## config.mk

```make
export PLATFORM = sky130hd
export DESIGN_NAME = keccak_byte_packer
export DESIGN_NICKNAME = d
export VERILOG_FILES = /design/src/rtl/keccak_pkg.sv /design/src/rtl/keccak_byte_packer.sv
export SDC_FILE = /design/constraint.sdc
export NUM_CORES = 1
export LEC_CHECK = 0
export ABC_AREA = 0
export BUFFER_PORTS_ARGS = -buffer_cell sky130_fd_sc_hd__buf_2
export CAP_MARGIN = 10
export CELL_PAD_IN_SITES_DETAIL_PLACEMENT = 0
export CELL_PAD_IN_SITES_GLOBAL_PLACEMENT = 1
export CORE_MARGIN = 2
export CORE_UTILIZATION = 36
export CTS_BUF_LIST = sky130_fd_sc_hd__clkbuf_8 sky130_fd_sc_hd__clkbuf_16
export CTS_CLUSTER_DIAMETER = 80
export DETAILED_ROUTE_END_ITERATION = 10
export PLACE_DENSITY_LB_ADDON = 0.1
export SYNTH_ARGS = -nofsm -noshare
export SYNTH_HDL_FRONTEND = slang
export SYNTH_SLANG_ARGS = --single-unit
export TNS_END_PERCENT = 50
```

## constraint.sdc

```tcl
create_clock -name clk -period 1.55 [get_ports clk]
set_clock_uncertainty 0.1 [all_clocks]
set_input_delay 0.0775 -clock clk [delete_from_list [all_inputs] [get_ports clk]]
set_output_delay 0.0775 -clock clk [all_outputs]
set_load 0.02 [all_outputs]
```

## src/rtl/keccak_pkg.sv

```systemverilog
// Shared definitions for the keccak input-side blocks.
//   WORD_W  : width of a word handed to the keccak core
//   BYTE_W  : width of one message byte
//   state_e : 3-bit state encoding of the byte packer
package keccak_pkg;

  localparam int WORD_W = 32;
  localparam int BYTE_W = 8;

  typedef enum logic [2:0] {
    ST_ACCUM     = 3'd0,
    ST_WORD      = 3'd1,
    ST_FULL_LAST = 3'd2,
    ST_TAIL      = 3'd3,
    ST_DONE      = 3'd4
  } state_e;

endpackage : keccak_pkg

```

## src/rtl/keccak_byte_packer.sv

```systemverilog
// Packs a byte stream into 32-bit words for the keccak core input.
// One message per reset; the message must hold at least one byte.
//
// Ports
//   clk           : clock, all state changes on the rising edge
//   reset         : synchronous, active-high
//   s_data/s_valid/s_last/s_ready : byte stream in (handshake)
//   word_out      : word to core "in"
//   word_valid    : to core in_ready; a word transfers whenever it is 1
//   word_last     : to core is_last
//   word_byte_num : to core byte_num (valid bytes of the last word)
//   buffer_full   : from core; suppresses word_valid while high
//
// state        | meaning
// -------------+-----------------------------------------------------
// ST_ACCUM     | collecting bytes into word_q, s_ready high
// ST_WORD      | full non-final word pending
// ST_FULL_LAST | final byte completed a word; full word pending
// ST_TAIL      | final (possibly empty) word pending with word_last=1
// ST_DONE      | message finished, idle until reset
module keccak_byte_packer
  import keccak_pkg::*;
#(
  parameter int BYTE_ORDER_MSB_FIRST = 1
) (
  input  logic              clk,
  input  logic              reset,
  input  logic [BYTE_W-1:0] s_data,
  input  logic              s_valid,
  input  logic              s_last,
  output logic              s_ready,
  output logic [WORD_W-1:0] word_out,
  output logic              word_valid,
  output logic              word_last,
  output logic [1:0]        word_byte_num,
  input  logic              buffer_full
);

  state_e            state_q, state_d;
  logic [1:0]        cnt_q, cnt_d;
  logic [WORD_W-1:0] word_q, word_d;
  logic [1:0]        bnum_q, bnum_d;
  logic [1:0]        lane;

  function automatic logic [WORD_W-1:0] insert_lane(input logic [WORD_W-1:0] w,
                                                    input logic [1:0]        idx,
                                                    input logic [BYTE_W-1:0] b);
    logic [WORD_W-1:0] r;
    r = w;
    case (idx)
      2'd0:    r[7:0]   = b;
      2'd1:    r[15:8]  = b;
      2'd2:    r[23:16] = b;
      default: r[31:24] = b;
    endcase
    return r;
  endfunction

  // Byte cnt lands in lane 3-cnt so the first byte ends up in [31:24].
  assign lane = (BYTE_ORDER_MSB_FIRST != 0) ? (2'd3 - cnt_q) : cnt_q;

  // State register
  always_ff @(posedge clk) begin
    if (reset) begin
      state_q <= ST_ACCUM;
      cnt_q   <= 2'd0;
      word_q  <= '0;
      bnum_q  <= 2'd0;
    end else begin
      state_q <= state_d;
      cnt_q   <= cnt_d;
      word_q  <= word_d;
      bnum_q  <= bnum_d;
    end
  end

  // Next-state logic
  always_comb begin
    state_d = state_q;
    unique case (state_q)
      ST_ACCUM: begin
        if (s_valid) begin
          if (s_last) state_d = (cnt_q == 2'd3) ? ST_FULL_LAST : ST_TAIL;
          else if (cnt_q == 2'd3) state_d = ST_WORD;
        end
      end
      ST_WORD:      if (word_valid) state_d = ST_ACCUM;
      ST_FULL_LAST: if (word_valid) state_d = ST_TAIL;
      ST_TAIL:      if (word_valid) state_d = ST_DONE;
      ST_DONE:      state_d = ST_DONE;
      default:      state_d = ST_ACCUM;
    endcase
  end

  // Datapath next values. word_q is cleared after each sent word so that
  // unused lanes of a partial final word are already zero.
  always_comb begin
    cnt_d  = cnt_q;
    word_d = word_q;
    bnum_d = bnum_q;
    unique case (state_q)
      ST_ACCUM: begin
        if (s_valid) begin
          word_d = insert_lane(word_q, lane, s_data);
          if (s_last) begin
            bnum_d = (cnt_q == 2'd3) ? 2'd0 : cnt_q + 2'd1;
            cnt_d  = 2'd0;
          end else begin
            cnt_d = cnt_q + 2'd1;  // wraps 3 -> 0 on a full word
          end
        end
      end
      ST_WORD: if (word_valid) word_d = '0;
      ST_FULL_LAST: begin
        if (word_valid) begin
          word_d = '0;
          bnum_d = 2'd0;
        end
      end
      default: ;
    endcase
  end

  // Outputs
  always_comb begin
    s_ready       = (state_q == ST_ACCUM);
    word_valid    = ((state_q == ST_WORD) || (state_q == ST_FULL_LAST) ||
                     (state_q == ST_TAIL)) && !buffer_full;
    word_last     = (state_q == ST_TAIL);
    word_byte_num = (state_q == ST_TAIL) ? bnum_q : 2'd0;
    word_out      = word_q;
  end

endmodule : keccak_byte_packer
```

==> results.md <==
- Crit path launch: state_q[0]
- Vias/cell: ~4.6
- Max capacitance violation total: 0
- IO Pins: 50
- Via count: 1520
- Synth Flop Type: dfxtp_1
- Diodes inserted: 0
- Nets: ~280
- P_leak: roughly 1.1 nW
- HPWL after detailed placement: roughly 3400 um
- Max Buffers Root-to-Sink: 2
- Die Width: ~77 um
- Synth-to-Final Area Change: 37.5%
- Register share of total power: a little under half
- RSZ-0062 raised after global routing: yes
- CTS tree: done
- CTS buffer count: 5
- Slew @ Worst Pin: 466 ps
- Synth Instances: 183
- Core footprint: between 0.005 and 0.006 mm^2
- Clock transition at the registers of the reported paths: around 70 ps
- Port Buf Inserts: 49
- Worst EP required: roughly 1700 ps
- R2R depth: 5
- Post-synth EDFFs: 0
- HP Class: in2reg
- Share of cells above drive strength 1: between 40% and 50%
- Largest net degree at the start of global routing: 30
- Initial core utilization: between 30% and 40%
- RR Endpoint: word_out[22]
- Number of synthesis warnings: 0
- Max transition margin: 68.9%
- DR WL/cell: 13.6 um
- Combinational fraction of design power: 26.2%
- Hold buffers post-CTS: 0
- Critical path class: reg2reg
- Post-layout min period: approximately 1600 ps
- Total gr overflow: 0
- Failing checks: negative setup slack
- Pwr Density: roughly 940 mW/mm^2
- First-pass GRT wire length: approximately 7500 um
- Initial antenna violation count: 0
- Switching power: between 700 and 800 uW
- Outcome: finished with violations
- Fin worst setup slack: -28.1 ps
- CTS Root Cell: clkbuf_8
- Cell Int Power: around 1.7 mW
- DRC viols: 0
- Crit path to: word_out[22]
- Total GRT Usage: approximately 16%
- Setup Fix Bufs, Post-CTS: 0
- Clk network pwr share: 28.2%
- Crit path DAT: around 1700 ps
- 1st-iter DRT viols: 35
- Die height: ~77 um
- Mapped Nets: 200
- DRT antenna net count: 0
- Post-synth ARST share: 0%
- Period utilization: 102%
- Final hold vios: 0
- Netlist cell types: 32
- # H-tree levels: 2
- Die Area: just under 0.006 mm^2
- Mean Syn Cell Area: ~10 um^2
- CTS sink cnt: 39
- VDD IR-drop max: 0.471 mV
- Startpoint Class: flip-flop
- Most common cell after layout, fill and taps aside: buf_2
- Switching share of total power: 28.9%
- Register area share after synthesis: 41.1%
- Max Freq: ~630 MHz
- First-pass detailed-route iteration total: 4
- Routed WL: 4460 um
- CP Capture Type: flip-flop
- Final setup viols: 7
- Final core utilization: about half
- Slew Limit Fails: 0
- GPL Wtd Cong: between 0.8 and 0.9
- Clock Latency Late Sink: just under 300 ps
- Row cnt: 26
- DP Area: 0.00242 mm^2
- Final instance area: ~0.0026 mm^2
- Mapped Area: about 0.0019 mm^2
- Vias in the first global route: about 1600
- #FFs+latches synth: 39
- Peak fanout along the critical path: 15
- Hold slack final: approximately 46 ps
- Commonest cells after routing, fill and taps aside: buf_2, nand2b_1, dfxtp_1, mux2i_1, buf_4
- Worst R2R Setup Slack: -30 ps
- R2R Path Start: state_q[0]
critical path, cell delays in order (launching register included):
cell       delay (ps)
dfxtp_2           340
buf_4             180
nand4bb_1         260
a31oi_4           250
buf_6             150
mux2i_2           210
cells by family after synthesis:
logic type	synth area share [%]
adder cells (fa/ha/maj)	2.63
XOR/XNOR	0.921
AND/OR/NAND/NOR	24.2
AO/OA/AOI/OAI	8.62
multiplexers	18.5
flip-flops	41.1
buffers and inverters	4.08
state kept, by name, summed over array words and instances, names as in the netlist:
| name | cells |
|---|---|
| bnum_q | 2 |
| cnt_q | 2 |
| word_out | 32 |
| state_q | 3 |
power by group through the flow:
stage / combinational (mW) / clock [mW] / sequential [mW]
floorplan: 0.289 / 0 / 1.21
global placement: 0.596 / 0 / 1.13
detailed placement: 0.601 / 0 / 1.14
CTS: 0.621 / 0.714 / 1.12
global route: 0.694 / 0.777 / 1.13
finish: 0.644 / 0.693 / 1.12
final cells by class:
cell class	instances	area, um^2
clock buffers	6	82.6
multi-input cells	129	1110
well taps	70	87.6
fillers	507	2490
repair buffers	81	524
flip-flops and latches	39	790
clock inverters	1	5.00
inverters	3	11.3
worst min path at each step:
stage	to	slack (ps)	startpoint	cells past startpoint
final	state_q[0]	50	s_last	4
after global routing	cnt_q[1]	70	s_last	3
after CTS	state_q[0]	40	s_last	4
after detailed placement	word_out[10]	360	word_out[10]	2
after global placement	cnt_q[1]	340	s_last	3
after floorplan	word_valid	140	buffer_full	1
metrics by stage:
step	TNS, ps	worst slack [ps]	instances	power (mW)
final	-64.1	-28.1	329	2.45
after global routing	-1510	-87.8	329	2.60
after CTS	-61.7	-22.5	329	2.45
after detailed placement	-3600	-176	322	1.74
after global placement	-2130	-98.9	322	1.73
after floorplan	-1570	-49.2	183	1.50
timing repair:
item / 4_1_cts / 5_1_grt
endpoints found under the setup margin: 36 / 38
pin swaps: 3 / 3
resized for setup: 11 / 14
metal layers:
layer  vias up  part of all wire, %  track usage (%)
met5         -                    0                0
met3         6                  3.9             4.47
met2        32                   49             27.5
li1        777                    -                -
met4         0                  1.6             6.00
met1       705                   45             19.9
cells in the mapped netlist (2+ instances only):
cell       number  area (um^2)
nor2_1          4         15.0
o21ai_0         8         40.0
nand2b_1       35          219
nand4bb_1       4         45.0
nor3_1          2         10.0
clkbuf_1        7         26.3
buf_2           2         10.0
a31oi_4         4         85.1
nand3b_1        2         15.0
buf_6           2         22.5
nor2b_1        11         68.8
a21oi_1         2         10.0
ha_1            4         50.1
mux2i_1        34          340
nor3b_1         2         15.0
nand2_1         2         7.51
or3b_1          2         17.5
and3_1          2         12.5
dfxtp_1        39          781
inv_1           3         11.3
No activity file was read; power rests on OpenSTA's default activity.
